===== config.mk =====
export PLATFORM = sky130hd
export DESIGN_NAME = chunk_addsub
export DESIGN_NICKNAME = d
export VERILOG_FILES = /design/src/rtl/chunk_addsub_pkg.sv /design/src/rtl/chunk_addsub_add_chunk.sv /design/src/rtl/chunk_addsub.sv
export SDC_FILE = /design/constraint.sdc
export NUM_CORES = 1
export LEC_CHECK = 0
export ABC_AREA = 1
export CORE_ASPECT_RATIO = 0.8
export CORE_MARGIN = 2
export CORE_UTILIZATION = 45
export CTS_CLUSTER_SIZE = 20
export DETAILED_ROUTE_END_ITERATION = 16
export PLACE_DENSITY = 0.79
export SETUP_SLACK_MARGIN = 0.3
export SYNTH_ARGS = -nofsm -noshare
export SYNTH_HDL_FRONTEND = slang
export SYNTH_SLANG_ARGS = --single-unit

===== constraint.sdc =====
create_clock -name m_clock -period 4 [get_ports m_clock]
set_input_delay 0.6 -clock m_clock [delete_from_list [all_inputs] [get_ports m_clock]]
set_output_delay 0.6 -clock m_clock [all_outputs]
set_load 0.02 [all_outputs]

===== src/rtl/chunk_addsub_pkg.sv =====
// chunk_addsub_pkg -- shared types and default sizes for the chunked adder/subtractor.
package chunk_addsub_pkg;

   // Controller states: waiting, stepping through chunks, presenting the result.
   typedef enum logic [1:0] {
      IDLE = 2'd0,
      RUN  = 2'd1,
      DONE = 2'd2
   } state_t;

   localparam int DEF_WIDTH = 32;
   localparam int DEF_CHUNK = 4;

endpackage


===== src/rtl/chunk_addsub_add_chunk.sv =====
// add_chunk -- CHUNK-bit ripple slice: out/co = a + b + ci.
module add_chunk #(
   parameter int CHUNK = 4
) (
   input  logic [CHUNK-1:0] a,
   input  logic [CHUNK-1:0] b,
   input  logic             ci,
   output logic [CHUNK-1:0] out,
   output logic             co
);

   assign {co, out} = {1'b0, a} + {1'b0, b} + {{CHUNK{1'b0}}, ci};

endmodule


===== src/rtl/chunk_addsub.sv =====
// chunk_addsub -- multi-cycle add/subtract, CHUNK bits per cycle, WIDTH/CHUNK cycles.
// Optional build macro CHUNK_ADDSUB_SAT_EN: saturate sum on signed overflow.
module chunk_addsub
   import chunk_addsub_pkg::*;
#(
   parameter int WIDTH = DEF_WIDTH,
   parameter int CHUNK = DEF_CHUNK
) (
   input  logic             m_clock,
   input  logic             p_reset,
   input  logic             start,
   input  logic             sub,
   input  logic [WIDTH-1:0] a,
   input  logic [WIDTH-1:0] b,
   input  logic             cin,
   output logic             busy,
   output logic             done,
   output logic [WIDTH-1:0] sum,
   output logic             cout,
   output logic             ov
);

   localparam int N    = WIDTH / CHUNK;
   localparam int IDXW = (N > 1) ? $clog2(N) : 1;
   localparam logic [IDXW-1:0] LAST_IDX = IDXW'(N - 1);

   generate
      if (WIDTH % CHUNK != 0) begin : g_bad_width
         $error("chunk_addsub: WIDTH (%0d) must be a multiple of CHUNK (%0d)", WIDTH, CHUNK);
      end
   endgenerate

   state_t           r_state;
   state_t           w_next_state;
   logic [WIDTH-1:0] r_a;
   logic [WIDTH-1:0] r_b;
   logic [WIDTH-1:0] r_sum;
   logic             r_carry;
   logic [IDXW-1:0]  r_idx;
   logic             r_cout;
   logic             r_ov;

   logic             w_accept;
   logic             w_last;
   logic             w_ov;
   logic [CHUNK-1:0] w_chunk_a;
   logic [CHUNK-1:0] w_chunk_b;
   logic [CHUNK-1:0] w_chunk_sum;
   logic             w_chunk_co;

   // A start is honoured only when no chunk computation is in flight.
   assign w_accept  = start && (r_state != RUN);
   assign w_last    = (r_idx == LAST_IDX);
   assign w_chunk_a = r_a[int'(r_idx)*CHUNK +: CHUNK];
   assign w_chunk_b = r_b[int'(r_idx)*CHUNK +: CHUNK];
   // Overflow: like-signed operands giving a result of the other sign (valid on the last chunk).
   assign w_ov      = (r_a[WIDTH-1] == r_b[WIDTH-1]) && (w_chunk_sum[CHUNK-1] != r_a[WIDTH-1]);

   add_chunk #(.CHUNK(CHUNK)) u_add_chunk (
      .a   (w_chunk_a),
      .b   (w_chunk_b),
      .ci  (r_carry),
      .out (w_chunk_sum),
      .co  (w_chunk_co)
   );

   // State register.
   always_ff @(posedge m_clock) begin
      // NOTE: non-blocking (<=) on every flop so all registers update from pre-edge values.
      if (p_reset) r_state <= IDLE;
      else         r_state <= w_next_state;
   end

   // Next-state logic.
   always_comb begin
      // NOTE: default first, so no path leaves w_next_state unassigned (no latch).
      w_next_state = r_state;
      case (r_state)
         IDLE:    if (start) w_next_state = RUN;
         RUN:     if (w_last) w_next_state = DONE;
         DONE:    w_next_state = start ? RUN : IDLE;
         default: w_next_state = IDLE;
      endcase
   end

   // Operand capture on an accepted start; b is pre-inverted for subtraction.
   always_ff @(posedge m_clock) begin
      // NOTE: operand registers carry no reset; they are always loaded before use.
      if (w_accept && !p_reset) begin
         r_a <= a;
         r_b <= sub ? ~b : b;
      end
   end

   // Chunk sequencing: carry/index setup on start, one slice per RUN cycle, flags on the last.
   always_ff @(posedge m_clock) begin
      if (p_reset) begin
         r_carry <= 1'b0;
         r_idx   <= '0;
         r_sum   <= '0;
         r_cout  <= 1'b0;
         r_ov    <= 1'b0;
      end else if (w_accept) begin
         r_carry <= cin;
         r_idx   <= '0;
      end else if (r_state == RUN) begin
         r_sum[int'(r_idx)*CHUNK +: CHUNK] <= w_chunk_sum;
         r_carry <= w_chunk_co;
         r_idx   <= w_last ? '0 : r_idx + 1'b1;
         if (w_last) begin
            r_cout <= w_chunk_co;
            r_ov   <= w_ov;
`ifdef CHUNK_ADDSUB_SAT_EN
            if (w_ov) begin
               r_sum <= r_a[WIDTH-1] ? {1'b1, {(WIDTH-1){1'b0}}} : {1'b0, {(WIDTH-1){1'b1}}};
            end
`else
`endif
         end
      end
   end

   assign busy = (r_state == RUN);
   assign done = (r_state == DONE);
   assign sum  = r_sum;
   assign cout = r_cout;
   assign ov   = r_ov;

endmodule


; Word-level counts from Yosys, hierarchy flattened
; Index checks and enable logic that the tools add are counted.
[op_classes]
n_eq_ne = 8
n_addsub = 4
n_bitwise = 2
muxes = 9
n_reduce_logical = 10
shift = 4
[ops]
columns = cell, n
row1 = $shiftx 32x6->4, 2
row2 = $neg 5->33, 1
row3 = $shift 4x33->32 const A, 1
row4 = $shiftx 4x33->32, 1
row5 = $bwmux 32, 1
row6 = $mux 32, 1
row7 = $not 32->32, 1
row8 = $pmux 2 s3, 1
row9 = $add 4x4->5, 1
row10 = $add 5x1->5, 1
row11 = $mux 2, 2
row12 = $ne 2x1->1 const B, 2
row13 = $reduce_and 2->1, 2
row14 = $add 3x1->3 const B, 1
row15 = $eq 3x3->1 const B, 1
row16 = $logic_and 1x1->1, 3
row17 = $mux 1, 3
row18 = $mux 3, 1
row19 = $reduce_and 3->1, 1
row20 = $eq 2x1->1 const B, 1
row21 = $eq 2x2->1 const B, 1
row22 = $logic_not 2->1, 1
row23 = $ne 2x2->1 const B, 1
row24 = $reduce_bool 2->1, 1
row25 = 5 further kinds, 5
[totals]
register_bits = 104
output_inout_bits = 36

; Longest topological paths before layout
; Gate-level depths: netlist of run 1.
[logic_depth]
ltp_word = 5
mapped_depth = 16
depth_no_buf = 13

; Cells and area by module
; From an unflattened synthesis of run 1, not the netlist that was laid out.
[unflattened]
cells_unflattened = 505
area_unflattened_um2 = 4894.7
[by_module_without_submodules]
columns = mod, instances, area_per_inst_um2, cells_per_inst
row1 = chunk_addsub, 1, 4729.5, 480
row2 = add_chunk, 1, 165.2, 25

; Worst setup path before layout of run 1
; Ideal clock, no wire load.
[synth_timing]
path_type = input -> register
startpoint = input p_reset
endpoint = register r_a[0], enable pin
arrival_time_ps = 3497
path_stages = 2
slack_ps = 17
t_required_ps = 3514
setup_ps = 486
cell_sequence = clkbuf_1 nor2_1
[synth_between]
elab_chain_cells = 2
[synth_rtl]
columns = element, line_no
row1 = from (decl), chunk_addsub.sv:10  ; input logic p_reset,
row2 = $logic_not 1->1, chunk_addsub.sv:89  ; if (w_accept && !p_reset) begin
row3 = $logic_and 1x1->1, chunk_addsub.sv:89
row4 = to (signal assigned), chunk_addsub.sv:90  ; r_a <= a;
row5 = to (decl), chunk_addsub.sv:35  ; logic [WIDTH-1:0] r_a;
; No other way between the ends.
; A chain may end at the register's enable or synchronous reset.

; Final worst setup path of run 1
[layout_timing]
startpoint = register r_idx[0]
endpoint = register r_sum[26], in the netlist sum[26]
[layout_between]
elab_chain_cells = 5
elab_cells_between_ends = 8
classes_between = add/sub (3) / shift (4) / mux (1)
[layout_rtl]
columns = element, line_no
row1 = from (decl), chunk_addsub.sv:39  ; logic [IDXW-1:0] r_idx;
row2 = from (signal assigned), chunk_addsub.sv:109  ; r_idx <= w_last ? '0 : r_idx + 1'b1;
row3 = $shiftx 32x6->4 (on tied branches), "chunk_addsub.sv:54, chunk_addsub.sv:55"
row4 = $add 4x4->5, chunk_addsub_add_chunk.sv:12  ; assign {co, out} = {1'b0, a} + {1'b0, b} + {{CHUNK{1'b0}}, ci};
row5 = $add 5x1->5, chunk_addsub_add_chunk.sv:12
row6 = $shiftx 4x33->32, chunk_addsub.sv:107  ; r_sum[int'(r_idx)*CHUNK +: CHUNK] <= w_chunk_sum;
row7 = $bwmux 32 (*), chunk_addsub.sv:107
row8 = "to (signal, indexed assignment)", chunk_addsub.sv:107
row9 = to (decl), chunk_addsub.sv:37  ; logic [WIDTH-1:0] r_sum;
; Mark *: on every way between the ends. The rest lies on a longest branch, timed or not.

==> reports/qor.txt, run 1 <==
Outcome: completed
Die area: 11440 um^2
Placed cell area: 5904 um^2
Leak: 2.395 nW
Antenna violations before repair: 0
Clock buffer depth: 2
Routed vias/inst: 5.183
CTS resizes: 0
Synth Instances: 473
Synth Cell Area: 4767 um^2
First-pass GRT wire length: 17.31 mm
Register area share after synthesis: 0.5711
PD cells: 388.5 nW/um^2
Non-Filler Instances: 716
Clk slew on worst S/H paths: 70 ps
CTS tree: yes
CP most frequent cell: nor2_1
Slowest CP cell: dfxtp_1
Post-CTS Setup Inserts: 0
Number of enable flip-flop cells after synthesis: 64
Final setup fails: 0
List of most frequent post-synthesis cells: nor2_1 (103), edfxtp_1 (64), o21ai_0 (52)
Area of the core: 10280 um^2
Ports: 105
Distinct cells, synth: 31
Minimum clock period: 3337 ps
Wire length per cell: 14.96 um
Largest cells by area after synthesis: edfxtp_1 (40%), dfxtp_1 (17%), nor2_1 (8.1%)
Final net count: 652
Post-DRT Antenna Nets: 0
Syn_area_per_cell: 10.08 um^2
Maxcap violations: 0
Horiz. Die Dim: 119.1 um
Overall global routing resource usage: 0.1943
Worst Hold Class: reg2reg
Crit path largest cell delay: 640 ps
Final hold vios: 0
Clock root buffer: clkbuf_16
Htree depth: 3
VDD IR max: 0.2356 mV
Crit path max fanout: 39
Async SR Flop Fraction: 0
Setup CP Type: reg2reg
Critical Path RT: 4280 ps
Dpl ws: 805.0 ps
Initial Util: 0.4637
WP buf/inv: 1
Critical-path cell list: inv_2 > o21ai_0 > o22ai_1 > nor2_1 > nor2_1 > fa_1 > fa_1 > xor2_1 > nand3b_1 > nor2_1 > nor2_1 > nor2_1
Synth top area share: 0.4031
Most common cell in the netlist: nor2_1
GP Congestion: 0.8535
CTS Sinks: 104
Fin crit share: 0.8341
DRT Pass-1 Iters: 5
CTS Buf Count: 9
RSZ-0062 raised after global routing: false
Final Max Slew Viols: 0
Startpoint types: flip-flop
P&R area growth vs syn: 29.95%
Share of layout cells above drive strength 1: 0.08333
Synth Register Bits: 104
Area leader, netlist: edfxtp_1
Post-route cell area: 6195 um^2
Largest net degree at the start of global routing: 65
DR DRC count: 0
Top FF cell, synth: edfxtp_1
Setup crit end kind: flip-flop
Setup tns final: 0 ps
CP top delay family: adder cells
Synth warnings: 0
ANT cells: 0
Detail Placement HPWL: 7.841 mm
Arrival @ worst endpoint: 3620 ps
Post-Syn Nets: 554
Share of the core filled with cells: 0.6025
Worst slew pin tran: 806.7 ps
Hold buffers post-CTS: 0
Gr ovfl total: 0
WHS: 489.6 ps
Total chip power: 2.406 mW
FMAX: 299.7 MHz
# fillers: 835
Clk_skew: 6.158 ps
# rows: 33
Total number of vias: 3711
Port bufs: 104
Max-slew headroom: 0.4622
DR iter-0 viols: 346
Drt total wl: 10.71 mm
Die Y: 96.06 um
Clock Latency Late Sink: 350 ps
Fin worst setup slack: 663.5 ps
Number of global-route vias before repair: 3543
DP Cell Count: 700
==> state kept, by name (all words and copies together) (netlist names) <==
register  cells
r_carry       1
r_a          32
r_state       2
ov            1
r_b          32
r_idx         3
sum          32
cout          1
==> final timing paths <==
path	startpoint	end	slack, ps	depth (start not counted)
max reg2reg	r_idx[0]$_SDFFE_PP0P_	sum[26]$_SDFFE_PP0P_	660	12
max	r_idx[0]$_SDFFE_PP0P_	sum[26]$_SDFFE_PP0P_	660	12
min reg2reg	sum[21]$_SDFFE_PP0P_	sum[21]$_SDFFE_PP0P_	490	2
min	sum[21]$_SDFFE_PP0P_	sum[21]$_SDFFE_PP0P_	490	2
==> cell families after synthesis <==
group | Yosys count | synth area share
AOI/OAI and AO/OA | 96 | 0.1071
and+or+nand+nor | 180 | 0.1816
buffers and inverters | 48 | 0.04488
DFF | 104 | 0.5711
adders and majority gates | 12 | 0.03465
xor gates and xnor gates | 33 | 0.06063
==> cell usage in the layout (no fill, tap or decap), types with 5 or more instances in the layout <==
master and n:
clkdlybuf4s50_1 103, nor2_1 102, edfxtp_1 64, o21ai_0 52, nand2_1 42, dfxtp_1 40
xor2_1 33, a21oi_1 19, inv_1 16, o22ai_1 16, nand3_1 11, inv_2 10
ha_1 10, clkbuf_16 9, nor3_1 7, o21ai_1 5, nor2_4 5
==> layout make-up <==
| class | count | area, um^2 | area share |
|---|---|---|---|
| clock inverters | 5 | 47.55 | 0.007675 |
| inverters | 28 | 110.1 | 0.01777 |
| multi-input cells | 321 | 1838 | 0.2967 |
| repair buffers | 107 | 1059 | 0.1709 |
| well taps | 140 | 175.2 | 0.02828 |
| flip-flops and latches | 104 | 2723 | 0.4395 |
| clock buffers | 11 | 242.7 | 0.03918 |
==> metal layers <==
metal  part of all wire  GRT usage  vias up  wire length [um]
li1                   -          -     1811                 -
met1               0.43     0.2434     1723              4600
met2               0.48     0.3338      164              5128
met3              0.079    0.05036       13               845
met4              0.013    0.06151        0               137
met5                  0          0        -                 0
==> worst register-to-register path: cells and delay by family (launching register included) <==
kind	cells	cell delay, ps
compound gates	2	400
xor+xnor	1	260
buf+inv	1	420
flops	1	640
simple gates	6	700
fa+ha+maj	2	860
==> report_power, final <==
| part | leakage, nW | internal, mW | switching, mW |
|---|---|---|---|
| Clock | 0.141 | 0.471 | 0.371 |
| Combinational | 1.34 | 0.150 | 0.209 |
| Sequential | 0.917 | 1.19 | 0.0175 |
Note: power is estimated with default switching activity, not from simulation.
==> run 2, diff against run 1 <==
--- a/config.mk
+++ b/config.mk
@@ -11,7 +11,7 @@
 export CORE_UTILIZATION = 45
 export CTS_CLUSTER_SIZE = 20
 export DETAILED_ROUTE_END_ITERATION = 16
-export PLACE_DENSITY = 0.79
+export PLACE_DENSITY = 0.76
 export SETUP_SLACK_MARGIN = 0.3
 export SYNTH_ARGS = -nofsm -noshare
 export SYNTH_HDL_FRONTEND = slang
==> constraint.sdc (replaced) <==
create_clock -name m_clock -period 3.2 [get_ports m_clock]
set_input_delay 0.48 -clock m_clock [delete_from_list [all_inputs] [get_ports m_clock]]
set_output_delay 0.48 -clock m_clock [all_outputs]
set_load 0.02 [all_outputs]
==> run 2 against run 1 <==
Via count shrank 2.3%. Cell count grew 0.28%. Routed wire length shrank 4.0%. Hold slack lost 19 ps. Clock power grew 19%. Core utilization grew 0.27 points. Critical path type unchanged. Largest power group unchanged.
==> reports/qor.txt, run 2 (synthesis gave the netlist of run 1 again) <==
Outcome: completed
Share of layout cells above drive strength 1: 0.08824
PD cells: 476.4 nW/um^2
Initial Util: 0.4637
WP buf/inv: 1
Clock Latency Late Sink: 340 ps
CTS tree: yes
Max-slew headroom: 0.4459
Area of the core: 10280 um^2
CP most frequent cell: nor2_1
First-pass GRT wire length: 16.73 mm
GP Congestion: 0.8255
Antenna violations before repair: 0
ANT cells: 0
Clock root buffer: clkbuf_16
Die area: 11440 um^2
Setup CP Type: reg2reg
Htree depth: 3
Maxcap violations: 0
Switching Fraction: 0.2555
Crit path max fanout: 31
DRT Pass-1 Iters: 5
# fillers: 816
Arrival @ worst endpoint: 2850 ps
CP top delay family: adder cells
Clk_skew: 6.805 ps
Critical-path cell list: inv_4 > o21ai_0 > o22ai_1 > nor2_1 > nor2_1 > fa_1 > fa_1 > xor2_2 > nand2_1 > nor2_1 > nor2_1 > nor2_1
Most frequent cells in the layout: clkdlybuf4s50_1 (103), nor2_1 (102), edfxtp_1 (64)
CTS Buf Count: 9
Fin worst setup slack: 634.9 ps
CTS Sinks: 104
Crit path largest cell delay: 440 ps
FMAX: 389.8 MHz
Area occupied by multi-input gates: 1846 um^2
Detail Placement HPWL: 7.557 mm
Sw Pwr: 0.7574 mW
Leak: 2.404 nW
Final hold vios: 0
Post-DRT Antenna Nets: 0
Clock buffer depth: 2
RSZ-0062 raised after global routing: false
Dpl ws: 293.2 ps
Final setup fails: 0
VDD IR max: 0.2361 mV
Clock network power share: 0.339
Total number of vias: 3624
Port bufs: 104
Fin crit share: 0.8016
Gr ovfl total: 0
Internal power: 2.207 mW
Worst slew pin tran: 831.1 ps
P&R area growth vs syn: 30.52%
Ports: 105
Comb power frac: 0.154
Critical Path RT: 3480 ps
Wire length per cell: 14.32 um
DR DRC count: 0
Setup tns final: 0 ps
Setup crit end kind: flip-flop
Final Max Slew Viols: 0
Sequential Area: 2726 um^2
Drt total wl: 10.28 mm
Clk slew on worst S/H paths: 70 ps
Most common cell after layout, fill and taps aside: clkdlybuf4s50_1
Largest net degree at the start of global routing: 65
Overall global routing resource usage: 0.1859
Number of global-route vias before repair: 3602
Final net count: 655
Horiz. Die Dim: 119.1 um
DR iter-0 viols: 258
Die Y: 96.06 um
# rows: 33
Hold buffers post-CTS: 0
Routed vias/inst: 5.047
Startpoint types: flip-flop
Sequential fraction of design power: 0.508
Worst Hold Class: reg2reg
Minimum clock period: 2565 ps
Post-CTS Setup Inserts: 0
Slowest CP cell: fa_1
-- run 2: changes by cell type in the layout (fill, tap and decap cells not counted), sizes merged --
| cell | previous run | this run |
|---|---|---|
| clkbuf | 11 | 9 |
| buf | 4 | 7 |
| clkinvlp | 2 | 1 |
| inv | 29 | 31 |
| clkinv | 1 | 2 |
| bufinv | 1 | 0 |
-- run 2: power by group through the flow --
stage | Combinational (mW) | Clock, mW | Sequential [mW]
after floorplan | 0.265 | 0 | 1.54
after global placement | 0.435 | 0 | 1.53
after detailed placement | 0.450 | 0 | 1.53
after CTS | 0.452 | 1.02 | 1.50
after global routing | 0.502 | 1.06 | 1.51
final | 0.456 | 1.00 | 1.51
-- run 2: final timing paths --
check | start | endpoint | slack, ps | cells after the start
max | r_idx[0]$_SDFFE_PP0P_ | sum[22]$_SDFFE_PP0P_ | 630 | 12
min reg2reg | sum[4]$_SDFFE_PP0P_ | sum[4]$_SDFFE_PP0P_ | 470 | 2
min | sum[4]$_SDFFE_PP0P_ | sum[4]$_SDFFE_PP0P_ | 470 | 2
max reg2reg | r_idx[0]$_SDFFE_PP0P_ | sum[22]$_SDFFE_PP0P_ | 630 | 12
-- run 2: per-stage QoR --
| stage | utilization | area [um^2] | instances | total power, mW | hold slack, ps |
|---|---|---|---|---|---|
| global placement | 0.5777 | 5939 | 703 | 1.968 | 454.7 |
| floorplan | - | 4770 | 473 | 1.803 | 534.5 |
| global route | 0.6052 | 6222 | 718 | 3.072 | 505.9 |
| finish | 0.6052 | 6222 | 718 | 2.964 | 470.9 |
| detailed placement | 0.5777 | 5939 | 703 | 1.984 | 464.2 |
| CTS | 0.6041 | 6211 | 718 | 2.973 | 474.8 |
-- run 2: metal layers --
metal	global-route usage	up-vias	part of all wire
met2	0.3242	127	0.47
li1	-	1802	-
met3	0.03969	10	0.064
met4	0.05754	0	0.010
met5	0	-	0
met1	0.2349	1685	0.45
-- run 2: area by class of cell --
| cell class | instances | share of cell area |
|---|---|---|
| clock buffers | 9 | 0.03620 |
| clock inverters | 6 | 0.007038 |
| inverters | 28 | 0.01810 |
| multi-input cells | 321 | 0.2966 |
| flip-flops and latches | 104 | 0.4382 |
| well taps | 140 | 0.02815 |
| repair buffers | 110 | 0.1757 |
-- run 2: worst reg2reg max path, cell delays in order (launching register included) --
cell and delay (ps):
dfxtp_4 410, inv_4 130, o21ai_0 180, o22ai_1 90, nor2_1 90, nor2_1 80
fa_1 440, fa_1 440, xor2_2 200, nand2_1 100, nor2_1 180, nor2_1 70
nor2_1 90
-- run 2: what timing repair did --
item	in CTS	in global routing
pin swaps	0	0
setup endpoints to repair	5	21
cloned	0	0
resized for setup	1	3
